<file path="config.mk">
export PLATFORM = sky130hd
export DESIGN_NAME = segre_mem_arbiter
export DESIGN_NICKNAME = d
export VERILOG_FILES = /design/src/rtl/segre_pkg.sv /design/src/rtl/segre_mem_arbiter.sv
export SDC_FILE = /design/constraint.sdc
export NUM_CORES = 1
export LEC_CHECK = 0
export BUFFER_PORTS_ARGS = -buffer_cell sky130_fd_sc_hd__buf_4
export CAP_MARGIN = 20
export CELL_PAD_IN_SITES_DETAIL_PLACEMENT = 0
export CELL_PAD_IN_SITES_GLOBAL_PLACEMENT = 1
export CORE_AREA = 2 2 307 309
export CTS_CLUSTER_DIAMETER = 50
export DETAILED_ROUTE_END_ITERATION = 8
export DIE_AREA = 0 0 309 311
export PLACE_DENSITY = 0.52
export SLEW_MARGIN = 40
export SYNTH_ARGS = -nofsm -noshare
export SYNTH_HDL_FRONTEND = slang
export SYNTH_SLANG_ARGS = --single-unit
</file>
<file path="constraint.sdc">
create_clock -name clk_i -period 4.3 [get_ports clk_i]
set_input_delay 0.645 -clock clk_i [delete_from_list [all_inputs] [get_ports clk_i]]
set_output_delay 0.645 -clock clk_i [all_outputs]
set_load 0.005 [all_outputs]
</file>
<file path="src/rtl/segre_pkg.sv">
// Shared Segre core constants and types.
package segre_pkg;

  localparam int unsigned ADDR_SIZE             = 32;
  localparam int unsigned WORD_SIZE             = 32;
  localparam int unsigned CACHE_LINE_SIZE_BYTES = 16;

  // Shared memory-port arbiter states
  typedef enum logic [2:0] {
    ARB_IDLE,
    ARB_IF_RD,
    ARB_DC_WB,
    ARB_DC_RD,
    ARB_RESP
  } arb_state_e;

endpackage

</file>
<file path="src/rtl/segre_mem_arbiter.sv">
// Round-robin arbiter serialising icache refills and dcache refills/writebacks
// onto a single line-wide memory handshake.
module segre_mem_arbiter
  import segre_pkg::*;
#(
  parameter int unsigned LINE_BYTES  = CACHE_LINE_SIZE_BYTES,
  parameter int unsigned OFFSET_BITS = $clog2(LINE_BYTES)
) (
  input  logic                        clk_i,
  input  logic                        rsn_i,
  // icache
  input  logic                        if_rd_i,
  input  logic [ADDR_SIZE-1:0]        if_addr_i,
  output logic [LINE_BYTES-1:0][7:0]  if_line_o,
  output logic                        if_ready_o,
  // dcache
  input  logic                        dc_rd_i,
  input  logic                        dc_wr_i,
  input  logic [ADDR_SIZE-1:0]        dc_rd_addr_i,
  input  logic [ADDR_SIZE-1:0]        dc_wr_addr_i,
  input  logic [LINE_BYTES-1:0][7:0]  dc_wr_line_i,
  output logic [LINE_BYTES-1:0][7:0]  dc_line_o,
  output logic                        dc_ready_o,
  // memory
  output logic                        mem_req_o,
  output logic                        mem_we_o,
  output logic [ADDR_SIZE-1:0]        mem_addr_o,
  output logic [LINE_BYTES-1:0][7:0]  mem_line_o,
  input  logic [LINE_BYTES-1:0][7:0]  mem_line_i,
  input  logic                        mem_ack_i
);

  localparam logic [ADDR_SIZE-1:0] ALIGN_MASK =
    ~((ADDR_SIZE'(1) << OFFSET_BITS) - ADDR_SIZE'(1));

  arb_state_e                 state_q, state_d;
  logic                       last_dc_q, last_dc_d;
  logic                       owner_dc_q, owner_dc_d;
  logic                       pair_q, pair_d;
  logic [ADDR_SIZE-1:0]       rd_addr_q, rd_addr_d;
  logic                       mem_req_q, mem_req_d;
  logic                       mem_we_q, mem_we_d;
  logic [ADDR_SIZE-1:0]       mem_addr_q, mem_addr_d;
  logic [LINE_BYTES-1:0][7:0] mem_line_q, mem_line_d;
  logic [LINE_BYTES-1:0][7:0] if_line_q, if_line_d;
  logic [LINE_BYTES-1:0][7:0] dc_line_q, dc_line_d;
  logic                       if_ready_q, if_ready_d;
  logic                       dc_ready_q, dc_ready_d;

  logic dc_req_c;
  logic grant_if_c;
  logic mem_done_c;

  // State and output registers
  always_ff @(posedge clk_i or negedge rsn_i) begin
    if (!rsn_i) begin
      state_q    <= ARB_IDLE;
      last_dc_q  <= 1'b0;
      owner_dc_q <= 1'b0;
      pair_q     <= 1'b0;
      rd_addr_q  <= '0;
      mem_req_q  <= 1'b0;
      mem_we_q   <= 1'b0;
      mem_addr_q <= '0;
      mem_line_q <= '0;
      if_line_q  <= '0;
      dc_line_q  <= '0;
      if_ready_q <= 1'b0;
      dc_ready_q <= 1'b0;
    end else begin
      state_q    <= state_d;
      last_dc_q  <= last_dc_d;
      owner_dc_q <= owner_dc_d;
      pair_q     <= pair_d;
      rd_addr_q  <= rd_addr_d;
      mem_req_q  <= mem_req_d;
      mem_we_q   <= mem_we_d;
      mem_addr_q <= mem_addr_d;
      mem_line_q <= mem_line_d;
      if_line_q  <= if_line_d;
      dc_line_q  <= dc_line_d;
      if_ready_q <= if_ready_d;
      dc_ready_q <= dc_ready_d;
    end
  end

  // Grant, memory sequencing and response generation
  always_comb begin
    state_d    = state_q;
    last_dc_d  = last_dc_q;
    owner_dc_d = owner_dc_q;
    pair_d     = pair_q;
    rd_addr_d  = rd_addr_q;
    mem_req_d  = mem_req_q;
    mem_we_d   = mem_we_q;
    mem_addr_d = mem_addr_q;
    mem_line_d = mem_line_q;
    if_line_d  = if_line_q;
    dc_line_d  = dc_line_q;
    if_ready_d = 1'b0;
    dc_ready_d = 1'b0;

    dc_req_c   = dc_rd_i | dc_wr_i;
    // icache wins a tie only when the dcache was served last
    grant_if_c = if_rd_i & (~dc_req_c | last_dc_q);
    // acks arriving with no outstanding request are ignored
    mem_done_c = mem_ack_i & mem_req_q;

    unique case (state_q)
      ARB_IDLE: begin
        if (grant_if_c) begin
          state_d    = ARB_IF_RD;
          owner_dc_d = 1'b0;
          mem_req_d  = 1'b1;
          mem_we_d   = 1'b0;
          mem_addr_d = if_addr_i & ALIGN_MASK;
        end else if (dc_req_c) begin
          owner_dc_d = 1'b1;
          mem_req_d  = 1'b1;
          rd_addr_d  = dc_rd_addr_i & ALIGN_MASK;
          if (dc_wr_i) begin
            state_d    = ARB_DC_WB;
            pair_d     = dc_rd_i;
            mem_we_d   = 1'b1;
            mem_addr_d = dc_wr_addr_i & ALIGN_MASK;
            mem_line_d = dc_wr_line_i;
          end else begin
            state_d    = ARB_DC_RD;
            pair_d     = 1'b0;
            mem_we_d   = 1'b0;
            mem_addr_d = dc_rd_addr_i & ALIGN_MASK;
          end
        end
      end

      ARB_IF_RD: begin
        if (mem_done_c) begin
          state_d    = ARB_RESP;
          mem_req_d  = 1'b0;
          if_line_d  = mem_line_i;
          if_ready_d = 1'b1;
        end
      end

      ARB_DC_WB: begin
        if (mem_done_c) begin
          mem_req_d = 1'b0;
          mem_we_d  = 1'b0;
          if (pair_q) begin
            // refill follows after one idle cycle on the memory port
            state_d    = ARB_DC_RD;
            mem_addr_d = rd_addr_q;
          end else begin
            state_d    = ARB_RESP;
            dc_ready_d = 1'b1;
          end
        end
      end

      ARB_DC_RD: begin
        if (!mem_req_q) begin
          mem_req_d = 1'b1;
        end else if (mem_done_c) begin
          state_d    = ARB_RESP;
          mem_req_d  = 1'b0;
          dc_line_d  = mem_line_i;
          dc_ready_d = 1'b1;
        end
      end

      ARB_RESP: begin
        last_dc_d = owner_dc_q;
        pair_d    = 1'b0;
        state_d   = ARB_IDLE;
      end

      default: begin
        state_d   = ARB_IDLE;
        mem_req_d = 1'b0;
      end
    endcase
  end

  assign if_line_o  = if_line_q;
  assign if_ready_o = if_ready_q;
  assign dc_line_o  = dc_line_q;
  assign dc_ready_o = dc_ready_q;
  assign mem_req_o  = mem_req_q;
  assign mem_we_o   = mem_we_q;
  assign mem_addr_o = mem_addr_q;
  assign mem_line_o = mem_line_q;

endmodule

</file>
==> reports/metrics.cfg, run 1 <==
[floorplanning]
io_pins = 778
die_area_sq_mm = 0.0961
die_h_um = 311
fp.dieW_um = 309
coreArea_sq_mm = 0.0928
initial_core_util_pct = 19.5
rows = 112

[timing]
hold_slack_ps = 245
tightestPinTransition_ps = 656
period_minus_slack_ps = 2470
fin_ws_ps = 1830
hold_viol = 0
final-setup-viol-count = 0
skew_ps = 23.1
rsz0062_at_grt = no
maxSlewViolCount = 0
final.period_utilization_pct = 57.5
setup_tns_ps = 0
slew_headroom_pct = 56.1
fmax_mhz = 405

[worst_setup_path]
crit_path_frequent_cell = buf_12
reg2reg_to = if_line_o[88]
critPathCapture = if_line_o[88]
r2r-start = state_q[0]
cp_max_fo = 53
cp-startpoint = state_q[0]
cp-end-kind = register
start_kind = register
crit_family = buffers and inverters
path_buf_inv = 3
cp_slowest_stage_delay_ps = 620
cpMaxStageDelayCell = dfrtp_1
path_class = register to register
crit_chain = inv_2 > nor4_4 > buf_12 > buf_12 > mux2_1
critPathRequiredTime_ps = 4770
r2r_setup_slack_ps = 1830
cp.arrival_ps = 2940
r2r_cells = 5
cp.depth = 5

[detailed_routing]
drt_wl_total_um = 64000
wire_per_inst_um = 19.7
vias_per_cell = 3.88
drt_iter0_drc = 441
remaining_drc_errors = 0
vias = 12600
firstDrtPassIters = 4
ant_nets = 0

[layout]
final_cell_mix = 783 x buf_4, 450 x dfrtp_1, 211 x mux2_1
final_common_cell = buf_4
fin_util_pct = 30.0
fin_area_sq_mm = 0.0278
nets = 2288
area_delta_synth_final_pct = 53.6
drive_gt1_share_pct = 59.4

[cts]
cts_made_buffers = 75
postCtsSetupRepairBufs = 0
clock-root-buffer = clkbuf_16
clockBufferDepth = 3
cts_tree = yes
clk-insertion-delay-late_ps = 610
cts-htree-levels = 3
cts_num_sinks = 450
clkSlewWorstSetupHoldPaths_ps = 60
cts_resized = 0

[run_status]
status = finished clean

[synth]
syn_area_sq_mm = 0.0181
ys_top_cells_by_area = dfrtp_1 62%, mux2_1 13%, mux2_2 13%
async_flop_share_pct = 100
synth-seq-area-share_pct = 62.2
synth_edf_count = 0
synth_top_cell_area_share_pct = 62.2
synthFlopType = dfrtp_1
synth_area_per_cell_sq_um = 16.1
yosys.area.top_type = dfrtp_1
synth_seq_cells = 450
ys_types = 41
syn_inst = 1124
yosysWarnings = 0

[global_routing]
grt_pass1_vias = 13900
antenna_found_initial = 11
grt_max_degree = 81
grt_pass1_wl_um = 92700
grt_usage_pct = 13.0
grt_overflow = 0

[pwr]
pwr_density_cell_mw_per_mm2 = 779
p_leak_nw = 12.8
irDropWorstVdd_mv = 0.259

[placement]
place_ws_ps = 1210
gp_congestion = 0.764
portBuffers = 761
placed_area_sq_mm = 0.0253
hpwl_um = 48900

[worst_hold_path]
hold_depth = 2
hold_path_class = input pin to register

[job]
maxCapViolCount = 0

[registers in the layout, indices dropped and copies added, names as in the netlist]
name,count
dc_ready_o,1
pair_q,1
mem_addr_o,28
rd_addr_q,28
mem_req_o,1
mem_we_o,1
if_ready_o,1
if_line_o,128
last_dc_q,1
dc_line_o,128
state_q,3
owner_dc_q,1
mem_line_o,128
[cells by family (layout without fill, tap and decap cells)]
| kind of cell | Yosys count | after routing | synth area share, % |
|---|---|---|---|
| other cells | 1 | 8 | 0.0207 |
| simple gates | 25 | 25 | 0.947 |
| buf+inv | 78 | 937 | 3.55 |
| mux | 442 | 442 | 27.3 |
| flops | 450 | 450 | 62.2 |
| compound gates | 128 | 128 | 5.95 |
[area by class of cell]
type,count,area (sq um)
sequential,450,11300
clock inverter,39,475
inverter,4,15.0
fill,9514,65000
multi-input combinational,599,6230
timing repair buffer,800,6180
antenna,4,10.0
tap,1254,1570
clock buffer,94,2060
[layer usage]
metal	vias up	share of wire [%]	GRT usage (%)
met5	-	0.011	0
met2	412	54	24.2
met3	103	7.6	4.32
met4	2	2.9	4.69
met1	6384	35	13.3
li1	5684	-	-
[Yosys cell counts (4+ instances only)]
| master | count |
|---|---|
| mux2_2 | 203 |
| a21oi_1 | 11 |
| o211ai_1 | 29 |
| o21ai_1 | 4 |
| buf_4 | 14 |
| buf_6 | 37 |
| a21oi_2 | 20 |
| mux2_1 | 211 |
| a2bb2oi_1 | 8 |
| mux2i_1 | 28 |
| clkbuf_1 | 7 |
| buf_2 | 15 |
| dfrtp_1 | 450 |
| a2bb2oi_2 | 20 |
| o21ai_0 | 26 |
| nand2_1 | 9 |
[power breakdown]
| group | leakage [nW] | total (mW) | switching (mW) | internal, mW |
|---|---|---|---|---|
| logic | 6.17 | 7.97 | 3.26 | 4.71 |
| registers | 5.37 | 7.65 | 1.24 | 6.41 |
| clock network | 1.23 | 6.04 | 2.19 | 3.85 |
| total | 12.8 | 21.7 | 6.69 | 15.0 |
[worst min-delay path by stage]
stage | start | endpoint | slack [ps]
floorplan | rsn_i | dc_line_o[0] | 350
global placement | owner_dc_q | owner_dc_q | 460
detailed placement | owner_dc_q | owner_dc_q | 470
CTS | dc_wr_line_i[120] | mem_line_o[120] | 180
global route | dc_wr_line_i[55] | mem_line_o[55] | 190
finish | dc_wr_line_i[53] | mem_line_o[53] | 250
[timing repair]
| action | 4_1_cts | 5_1_grt |
|---|---|---|
| hold endpoints to repair | 29 | 0 |
| hold buffers | 1 | 0 |
| setup endpoints to repair | 0 | 0 |
[stage by stage]
stage	power, mW	instances
after floorplan	11.0	1127
after global placement	15.7	3101
after detailed placement	15.9	3106
after CTS	22.1	3240
after global routing	23.0	3244
final	21.7	3244
Power figures use the tool's default switching activity.
==> inputs of run 2 (changes only) <==
--- a/config.mk
+++ b/config.mk
@@ -9,10 +9,10 @@
 export CAP_MARGIN = 20
 export CELL_PAD_IN_SITES_DETAIL_PLACEMENT = 0
 export CELL_PAD_IN_SITES_GLOBAL_PLACEMENT = 1
-export CORE_AREA = 2 2 307 309
+export CORE_AREA = 2 2 306 308
 export CTS_CLUSTER_DIAMETER = 50
 export DETAILED_ROUTE_END_ITERATION = 8
-export DIE_AREA = 0 0 309 311
+export DIE_AREA = 0 0 308 310
 export PLACE_DENSITY = 0.52
 export SLEW_MARGIN = 40
 export SYNTH_ARGS = -nofsm -noshare
==> constraint.sdc (replaced) <==
create_clock -name clk_i -period 2.55 [get_ports clk_i]
set_input_delay 0.3825 -clock clk_i [delete_from_list [all_inputs] [get_ports clk_i]]
set_output_delay 0.3825 -clock clk_i [all_outputs]
set_load 0.005 [all_outputs]
==> run 2 against run 1 <==
  * Core utilization up 3.3 points
  * Clock-buffer cell count down 5
  * Wire length up 2.4%
  * Critical path depth down 1
  * Sequential cell count unchanged
  * Design area up 11%
  * Global-route usage up 0.17 points
  * Critical path type unchanged
  * Die area down 0.64%
  * Via count up 9.3%
  * Worst setup slack worse by 1400 ps
  * Largest cell class unchanged
  * Sequential share of layout area down 3.9 points
  * Sequential power up 69%
==> reports/metrics.cfg, run 2 (synthesis results as in run 1) <==
[pwr]
pwr_density_cell_mw_per_mm2 = 1210  ; +55%
finalPower_mw = 37.2  ; +72%
irDropWorstVdd_mv = 0.602  ; +130%
p_leak_nw = 14.0  ; +10%

[global_routing]
grt_max_degree = 58  ; -28%
grt_pass1_vias = 15000  ; +8.4%
antenna_found_initial = 4  ; -7
grt_overflow = 0  ; unchanged
grt_pass1_wl_um = 94700  ; +2.2%
grt_usage_pct = 13.2  ; +0.17 points

[cts]
cts-htree-levels = 3  ; unchanged
clk-insertion-delay-late_ps = 620  ; about the same
clock-root-buffer = clkbuf_16
cts_made_buffers = 73  ; -2.7%
clkSlewWorstSetupHoldPaths_ps = 50  ; about the same
clockBufferDepth = 3  ; unchanged
cts_num_sinks = 450  ; unchanged
cts_tree = yes
postCtsSetupRepairBufs = 0  ; unchanged

[placement]
portBuffers = 761  ; unchanged
dp.cells = 3062  ; -1.4%
placed_area_sq_mm = 0.0254  ; +0.44%
hpwl_um = 49600  ; +1.3%
gp_congestion = 0.746  ; -2.3%
place_ws_ps = 335  ; -878 ps

[floorplanning]
rows = 112  ; unchanged
die_h_um = 310  ; -0.32%
initial_core_util_pct = 19.6  ; +0.059 points
coreArea_sq_mm = 0.0925  ; -0.30%
io_pins = 778  ; unchanged
die_area_sq_mm = 0.0955  ; -0.64%
fp.dieW_um = 308  ; -0.32%

[timing]
final.period_utilization_pct = 84.0  ; +26 points
tightestPinTransition_ps = 680  ; +23.9 ps
maxSlewViolCount = 0  ; unchanged
period_minus_slack_ps = 2140  ; -330 ps
fin_ws_ps = 409  ; -1420 ps
slew_headroom_pct = 54.7  ; -1.4 points
hold_slack_ps = 109  ; -136 ps
rsz0062_at_grt = no
final-setup-viol-count = 0  ; unchanged
hold_viol = 0  ; unchanged
fmax_mhz = 467  ; +15%
skew_ps = 24.9  ; +1.76 ps
setup_tns_ps = 0  ; unchanged

[worst_setup_path]
start_kind = register
critPathRequiredTime_ps = 3030  ; -1740 ps
cp_max_fo = 28  ; -47%
cp-end-kind = register
path_class = register to register
cp.arrival_ps = 2620  ; -320 ps

[detailed_routing]
drt_wl_total_um = 65600  ; +2.4%
drt_iter0_drc = 441  ; unchanged
firstDrtPassIters = 4  ; unchanged
wire_per_inst_um = 18.9  ; -4.5%
vias_per_cell = 3.95  ; +1.9%
ant_nets = 0  ; unchanged
vias = 13800  ; +9.3%
remaining_drc_errors = 0  ; unchanged

[layout]
fin_cells = 3478  ; +7.2%
drive_gt1_share_pct = 52.1  ; -7.3 points
fin_util_pct = 33.3  ; +3.3 points
final_common_cell = buf_4
fin_area_sq_mm = 0.0308  ; +11%
area_delta_synth_final_pct = 70.1
nets = 2584  ; +13%
final_cell_mix = 790 x buf_4, 450 x dfrtp_1, 286 x dlygate4sd3_1

[worst_hold_path]
hold_path_class = input pin to register

[job]
maxCapViolCount = 0  ; unchanged

[run_status]
status = finished clean

[run 2: changes by cell type in the layout (fill, tap and decap cells not counted), moves of 2 or more]
cell | previous run | this run
dlygate4sd3_1 | 1 | 286
bufinv_16 | 7 | 11
buf_4 | 783 | 790
clkinv_16 | 0 | 2
diode_2 | 4 | 1
clkbuf_16 | 76 | 73
clkinv_2 | 11 | 9
inv_8 | 2 | 0
buf_12 | 10 | 19
buf_6 | 2 | 0
clkinv_4 | 5 | 3
clkbuf_8 | 9 | 7
[run 2: worst max-delay path: stages, from the launching register on]
cell and delay (ps):
dfrtp_1 470, buf_4 220, nor4_4 430, buf_4 480, mux2_1 370
[run 2: layout make-up]
cell class	instances	area, sq um
antenna	1	2.50
clock buffer	89	1960
clock inverter	40	602
fill	9154	61700
inverter	4	15.0
multi-input combinational	599	6230
sequential	450	11300
tap	1197	1500
timing repair buffer	1098	9220
[run 2: report_power, final]
part / total, mW / switching, mW / internal [mW] / leakage, nW
clock network: 10.3 / 3.67 / 6.63 / 1.23
logic: 14.0 / 5.66 / 8.33 / 7.45
registers: 12.9 / 2.06 / 10.8 / 5.37
total: 37.2 / 11.4 / 25.8 / 14.0
[run 2: final timing paths]
path | startpoint | end | slack (ps) | cells past startpoint
min in group asynchronous | rsn_i | dc_line_o[6] | 340 | 2
max | state_q[2] | if_line_o[81] | 410 | 4
min | if_addr_i[21] | mem_addr_o[21] | 110 | 3
max reg2reg | state_q[2] | if_line_o[81] | 410 | 4
min reg2reg | owner_dc_q | owner_dc_q | 480 | 2
max in group asynchronous | rsn_i | mem_line_o[79] | 1380 | 3
[run 2: what timing repair did]
action	CTS	global route
hold buffers	286	0
resized for setup	0	0
endpoints found under the hold margin	452	0
[run 2: layer usage]
metal	vias up	GRT usage [%]	share of wire [%]
met4	2	5.21	3.2
met3	115	3.93	6.5
li1	6290	-	-
met1	6902	14.5	38
met2	441	23.7	53
met5	-	0	0.017
